File: src/rtl/latch_exerciser.sv
// rtl/latch_exerciser.sv - drives an 8-step (En,D) sequence into a D latch and counts Q mismatches
module latch_exerciser #(
  parameter int STEP_CYCLES = 10
) (
  input  logic       clk,
  input  logic       rst_n,
  input  logic       start,
  input  logic       q_in,
  output logic       d_out,
  output logic       en_out,
  output logic       busy,
  output logic       done,
  output logic       pass,
  output logic [3:0] err_count,
  output logic [2:0] step_idx
);

  typedef enum logic [1:0] {IDLE, RUN, DONE} state_t;

  localparam logic [7:0] LAST_CNT = 8'(STEP_CYCLES - 1);

  state_t     state_q, state_d;
  logic [7:0] cnt_q, cnt_d;
  logic [2:0] step_q, step_d;
  logic [3:0] err_q, err_d;
  logic       exp_q, exp_d;
  logic       mv_q, mv_d;
  logic       en_q, en_d;
  logic       d_q, d_d;
  logic [1:0] first_drv;
  logic [1:0] next_drv;

  // {En, D} for each step of the fixed sequence
  function automatic logic [1:0] step_drive(input logic [2:0] s);
    logic [1:0] r;
    case (s)
      3'd0:    r = 2'b00;
      3'd1:    r = 2'b01;
      3'd2:    r = 2'b10;
      3'd3:    r = 2'b10;
      3'd4:    r = 2'b11;
      3'd5:    r = 2'b00;
      3'd6:    r = 2'b11;
      default: r = 2'b10;
    endcase
    return r;
  endfunction

  assign first_drv = step_drive(3'd0);
  assign next_drv  = step_drive(step_q + 3'd1);

  always_ff @(posedge clk) begin
    if (!rst_n) begin
      state_q <= IDLE;
      cnt_q   <= '0;
      step_q  <= '0;
      err_q   <= '0;
      exp_q   <= 1'b0;
      mv_q    <= 1'b0;
      en_q    <= 1'b0;
      d_q     <= 1'b0;
    end else begin
      state_q <= state_d;
      cnt_q   <= cnt_d;
      step_q  <= step_d;
      err_q   <= err_d;
      exp_q   <= exp_d;
      mv_q    <= mv_d;
      en_q    <= en_d;
      d_q     <= d_d;
    end
  end

  always_comb begin
    state_d = state_q;
    cnt_d   = cnt_q;
    step_d  = step_q;
    err_d   = err_q;
    exp_d   = exp_q;
    mv_d    = mv_q;
    en_d    = en_q;
    d_d     = d_q;
    case (state_q)
      IDLE, DONE: begin
        if (start) begin
          state_d = RUN;
          cnt_d   = '0;
          step_d  = '0;
          err_d   = '0;
          mv_d    = 1'b0;
          en_d    = first_drv[1];
          d_d     = first_drv[0];
          if (first_drv[1]) begin
            exp_d = first_drv[0];
            mv_d  = 1'b1;
          end
        end
      end
      RUN: begin
        cnt_d = cnt_q + 8'd1;
        if (cnt_q == LAST_CNT) begin
          cnt_d = '0;
          // q_in is only looked at here, once the step has fully settled
          if (mv_q && (q_in != exp_q) && (err_q != 4'd15)) begin
            err_d = err_q + 4'd1;
          end
          if (step_q == 3'd7) begin
            state_d = DONE;
            step_d  = '0;
            en_d    = 1'b0;
            d_d     = 1'b0;
          end else begin
            step_d = step_q + 3'd1;
            en_d   = next_drv[1];
            d_d    = next_drv[0];
            if (next_drv[1]) begin
              exp_d = next_drv[0];
              mv_d  = 1'b1;
            end
          end
        end
      end
      default: state_d = IDLE;
    endcase
  end

  assign d_out     = d_q;
  assign en_out    = en_q;
  assign busy      = (state_q == RUN);
  assign done      = (state_q == DONE);
  assign pass      = (state_q == DONE) && (err_q == 4'd0);
  assign err_count = err_q;
  assign step_idx  = step_q;

endmodule

File: config.mk
export PLATFORM = sky130hd
export DESIGN_NAME = latch_exerciser
export DESIGN_NICKNAME = d
export VERILOG_FILES = /design/src/rtl/latch_exerciser.sv
export SDC_FILE = /design/constraint.sdc
export NUM_CORES = 1
export LEC_CHECK = 0
export ABC_AREA = 1
export ABC_CLOCK_PERIOD_IN_PS = 2720
export CAP_MARGIN = 20
export CORE_ASPECT_RATIO = 0.9
export CORE_MARGIN = 5
export CORE_UTILIZATION = 40
export CTS_CLUSTER_DIAMETER = 30
export DETAILED_ROUTE_END_ITERATION = 10
export MAX_ROUTING_LAYER = met4
export PLACE_DENSITY = 0.65
export SETUP_SLACK_MARGIN = 0.4
export SYNTH_ARGS = -nofsm -noshare
export SYNTH_HDL_FRONTEND = slang
export SYNTH_SLANG_ARGS = --single-unit
File: constraint.sdc
create_clock -name clk -period 2.72 [get_ports clk]
set_input_delay 0.68 -clock clk [delete_from_list [all_inputs] [get_ports clk]]
set_output_delay 0.68 -clock clk [all_outputs]
set_load 0.02 [all_outputs]
## Word-level counts from Yosys, hierarchy flattened

Index checks and enable logic that the tools add are counted.

- Bits of input ports: 4
- Logic and storage cells: 71
- Register bits after elaboration: 21

- Mux-type cells: 27
- Equality and inequality tests: 16
- Add/subtract/negate cells: 3
- Reduce and logical (&&, ||, !) cells: 16
- Bitwise gates (word level): 1

Operators by type and width:

| operator | count |
|---|---|
| $mux 8 | 2 |
| $pmux 8 s2 | 1 |
| $eq 3x3->1 const B | 4 |
| $mux 4 | 3 |
| $mux 3 | 3 |
| $add 8x1->8 const B | 1 |
| $eq 8x4->1 const B | 1 |
| $mux 1 | 8 |
| $ne 2x1->1 const B | 4 |
| $pmux 4 s2 | 1 |
| $reduce_and 4->1 | 2 |
| $mux 2 | 3 |
| $pmux 1 s2 | 3 |
| $pmux 2 s3 | 1 |
| $pmux 3 s2 | 1 |
| $reduce_and 3->1 | 2 |
| $reduce_or 2->1 | 3 |
| $reduce_and 5->1 | 1 |
| $add 4x1->4 const B | 1 |
| $logic_not 4->1 | 1 |
| $ne 2x2->1 const B | 2 |
| $ne 4x4->1 const B | 1 |
| $pmux 2 s2 | 1 |
| $add 3x1->3 const B | 1 |
| other kinds (10) | 12 |

## Logic depth before layout (Yosys ltp)

- Word-level depth: 8
- Mapped depth: 9
- Depth with buffers taken out: 9

## Worst setup path before layout

OpenSTA, ideal clock, no wires.

- Kind: reg2out
- Start point: register err_q[0], in the netlist err_count[0]
- End point: output port pass
- Data arrival time: 1303 ps
- Cell stages (with the launch flop): 5
- Slack: 737 ps
- Cell sequence: dfxtp_1 > inv_1 > ha_1 > nand2_1 > nor4_1

- Cells in the longest elaborated chain, start to end: 2

Ends and longest elaborated chain:

| what | line | RTL |
|---|---|---|
| from (decl) | 25 | `logic [3:0] err_q, err_d;` |
| from (signal assigned) | 66 | `err_q <= err_d;` |
| $logic_not 4->1 | 131 | `assign pass = (state_q == DONE) && (err_q == 4'd0);` |
| $logic_and 1x1->1 | 131 |  |
| to (decl) | 13 | `output logic pass,` |

No other way between the ends.

## Worst setup path after layout

- Start point: register state_q[1]
- End point: output port done

- Cells in the longest elaborated chain, start to end: 1

Ends and longest elaborated chain:

| what | line | RTL |
|---|---|---|
| from (decl) | 22 | `state_t state_q, state_d;` |
| from (signal assigned) | 63 | `state_q <= state_d;` |
| $eq 2x2->1 | 130 | `assign done = (state_q == DONE);` |
| to (decl) | 12 | `output logic done,` |

No other way between the ends.

==> impl_metrics.py <==
metrics = {
    "outcome": {
        "status": "complete, no violations",
    },
    "timing": {
        "rsz0062_at_grt": "false",
        "hold_violations": 0,
        "fin_ws_ns": 0.507,
        "fmax_mhz": 452,
        "maxSlewHeadroom": 0.754,
        "setup_viol": 0,
        "worst_pin_slew_ns": 0.367,
        "post-route-period-util": 0.814,
        "fin_crit_ns": 2.21,
        "maxSlewViolCount": 0,
        "skew_ns": 0.0114,
        "setup-tns-final_ns": 0,
    },
    "min_path": {
        "worstHoldPathType": "reg2reg",
        "holdPathStages": 2,
    },
    "clocking": {
        "clockRootBuffer": "clkbuf_4",
        "clock_latency_ns": 0.31,
        "ctsHoldBuffers": 0,
        "cts_htree_levels": 1,
        "numCtsBuffers": 3,
        "clock-sinks": 21,
        "clk_path_buf_depth": 2,
        "cts_tree": "yes",
        "clk_pin_slew_ns": 0.13,
        "cts_setup_buffers": 0,
    },
    "critical_path": {
        "cp_max_fo": 4,
        "path_class": "reg2out",
        "worstPathCellList": "inv_2 > nor2_1 > clkdlybuf4s50_1",
        "reg2regPathDepth": 9,
        "worstPathRequired_ns": 2.04,
        "crit_path_start_kind": "register",
        "cp_slowest_cell": "clkdlybuf4s50_1",
        "critical-path-max-stage-delay_ns": 0.61,
        "critPathArrivalTime_ns": 1.53,
        "endpoint_kind": "output pin",
    },
    "global_routing": {
        "track_usage": 0.138,
        "gr-total-overflow": 0,
        "grt_first_pass_wirelength_mm": 4.24,
        "antenna_found_initial": 0,
        "grt_pass1_vias": 1014,
        "grt_max_degree": 14,
    },
    "route": {
        "wl_met3_um": 126,
        "wire_per_inst_um": 11.8,
        "dr.max_layer_used": "met4",
        "first_pass_iters": 4,
        "wl_met1_mm": 1.33,
        "drt_wl_total_mm": 2.63,
        "vias_per_cell": 4.88,
        "drc": 0,
        "postRouteAntennaNets": 0,
        "dr_wl_met2_mm": 1.15,
        "initialDrtViolationCount": 65,
        "dr_total_vias": 1089,
    },
    "placement": {
        "dp_cells": 219,
        "gp_congestion": 0.818,
        "pre_cts_ws_ns": 0.590,
        "portBuffers": 15,
        "dp_hpwl_mm": 2.12,
        "dpl_cell_area_um2": 1400,
    },
    "synthesis": {
        "yosys.area.top_type": "dfxtp_1",
        "synth_top_cell_area_share": 0.351,
        "synth.area.top_cells": "dfxtp_1, nand2_1, ha_1, nor2_1, nand3_1",
        "synth_nets": 177,
        "yosysSeqAreaShare": 0.351,
        "avgSynthCellArea_um2": 7.31,
        "ys_ff_latch": 21,
        "yosys_warnings": 0,
        "syn_inst": 164,
        "syn_area_um2": 1200,
        "synth.distinct_cells": 27,
    },
    "layout": {
        "num_antenna_cells": 0,
        "mostFrequentLayoutCells": "nand2_1, nor2_1, dfxtp_1",
        "final_cell_area_um2": 1420,
        "drive_above_1_share": 0.120,
        "layout_commonest_cell": "nand2_1",
        "area_growth_pct": 18.8,
        "fin_util": 0.506,
        "multi_input_area_um2": 697,
        "seq_area_um2": 422,
        "fin_nets": 197,
        "fillers": 293,
        "final_cells": 223,
    },
    "power": {
        "p_per_area_nw_per_um2": 432,
        "p_int_uw": 420,
        "ir_worst_vdd_v": 0.000283,
        "switchingPower_uw": 195,
        "comb_power_share": 0.204,
        "leakage_uw": 0.000560,
        "swShare": 0.317,
        "p_seq_frac": 0.537,
        "p_clk_frac": 0.259,
    },
    "floorplan": {
        "die_w_um": 67.7,
        "io_pins": 16,
        "die_y_um": 61.9,
        "die_area_um2": 4190,
        "num_rows": 18,
        "core_um2": 2820,
        "start_util": 0.426,
    },
    "flow_run": {
        "drv_cap": 0,
    },
}
## worst paths after layout
kind | start | endpoint | slack, ns
max | state_q[1] | done | 0.51
min | d_out | d_out | 0.50
max reg2reg | step_idx[0] | en_out | 1.06
min reg2reg | d_out | d_out | 0.50
## flip-flops by register name, indices dropped and copies added, names as in the netlist
| signal | count |
|---|---|
| err_count | 4 |
| state_q | 2 |
| mv_q | 1 |
| en_out | 1 |
| step_idx | 3 |
| exp_q | 1 |
| cnt_q | 8 |
| d_out | 1 |
## layout make-up
type,instances,share of cell area
Multi-Input combinational cell,122,0.489
Sequential cell,21,0.296
Timing Repair Buffer,15,0.101
Inverter,21,0.0571
Tap cell,40,0.0351
Clock buffer,3,0.0158
Clock inverter,1,0.00527
## synth_stat cells
cell type  count
nand3b_1       1
nor2_1        22
inv_1         14
nand3_1       16
xnor2_1        1
clkinv_1       1
o22ai_1        3
a21oi_1       13
nand4_1        2
nor3_1         1
a211oi_2       1
nor4_1         1
o21ai_0        1
nand2_4        2
nor2_8         1
nand2_1       35
inv_2          5
nor2_4         2
ha_1           9
a211oi_1       1
nor2_2         2
inv_4          1
dfxtp_1       21
xor2_1         3
o21ai_1        3
o21ai_4        1
or2_2          1
## critical path, delay by kind of cell (launching register included)
family	cells	cell delay (ns)
and+or+nand+nor	1	0.11
DFF	1	0.42
buffers and inverters	2	0.69
## logic make-up (layout without fill, tap and decap cells)
group | after synthesis | after routing | synth area share
adder cells (fa/ha/maj) | 9 | 9 | 0.0939
XOR/XNOR | 4 | 4 | 0.0292
buffers and inverters | 21 | 40 | 0.0679
AO/OA/AOI/OAI | 23 | 23 | 0.117
AND/OR/NAND/NOR | 86 | 86 | 0.341
flip-flops | 21 | 21 | 0.351
## stage by stage
stage	total power (µW)	hold slack, ns
global route	647	0.520
global placement	461	0.472
CTS	623	0.498
finish	615	0.496
floorplan	422	0.457
detailed placement	464	0.481
## power by group through the flow
stage | combinational (µW) | sequential [µW] | clock (µW)
floorplan | 79.8 | 342 | 0
global placement | 123 | 338 | 0
detailed placement | 126 | 338 | 0
CTS | 126 | 331 | 166
global route | 138 | 333 | 176
finish | 125 | 330 | 159
## what timing repair did
action	in CTS	in global routing
gates resized for setup	3	3
cloned	0	0
endpoints found under the setup margin	3	1
pin swaps	0	0
## routing by layer
layer / GRT usage / up-vias
met2: 0.221 / 25
li1: - / 570
met1: 0.173 / 492
met5: - / -
met3: 0.0378 / 2
met4: 0.0347 / 0
(Power assumes the default switching activity.)
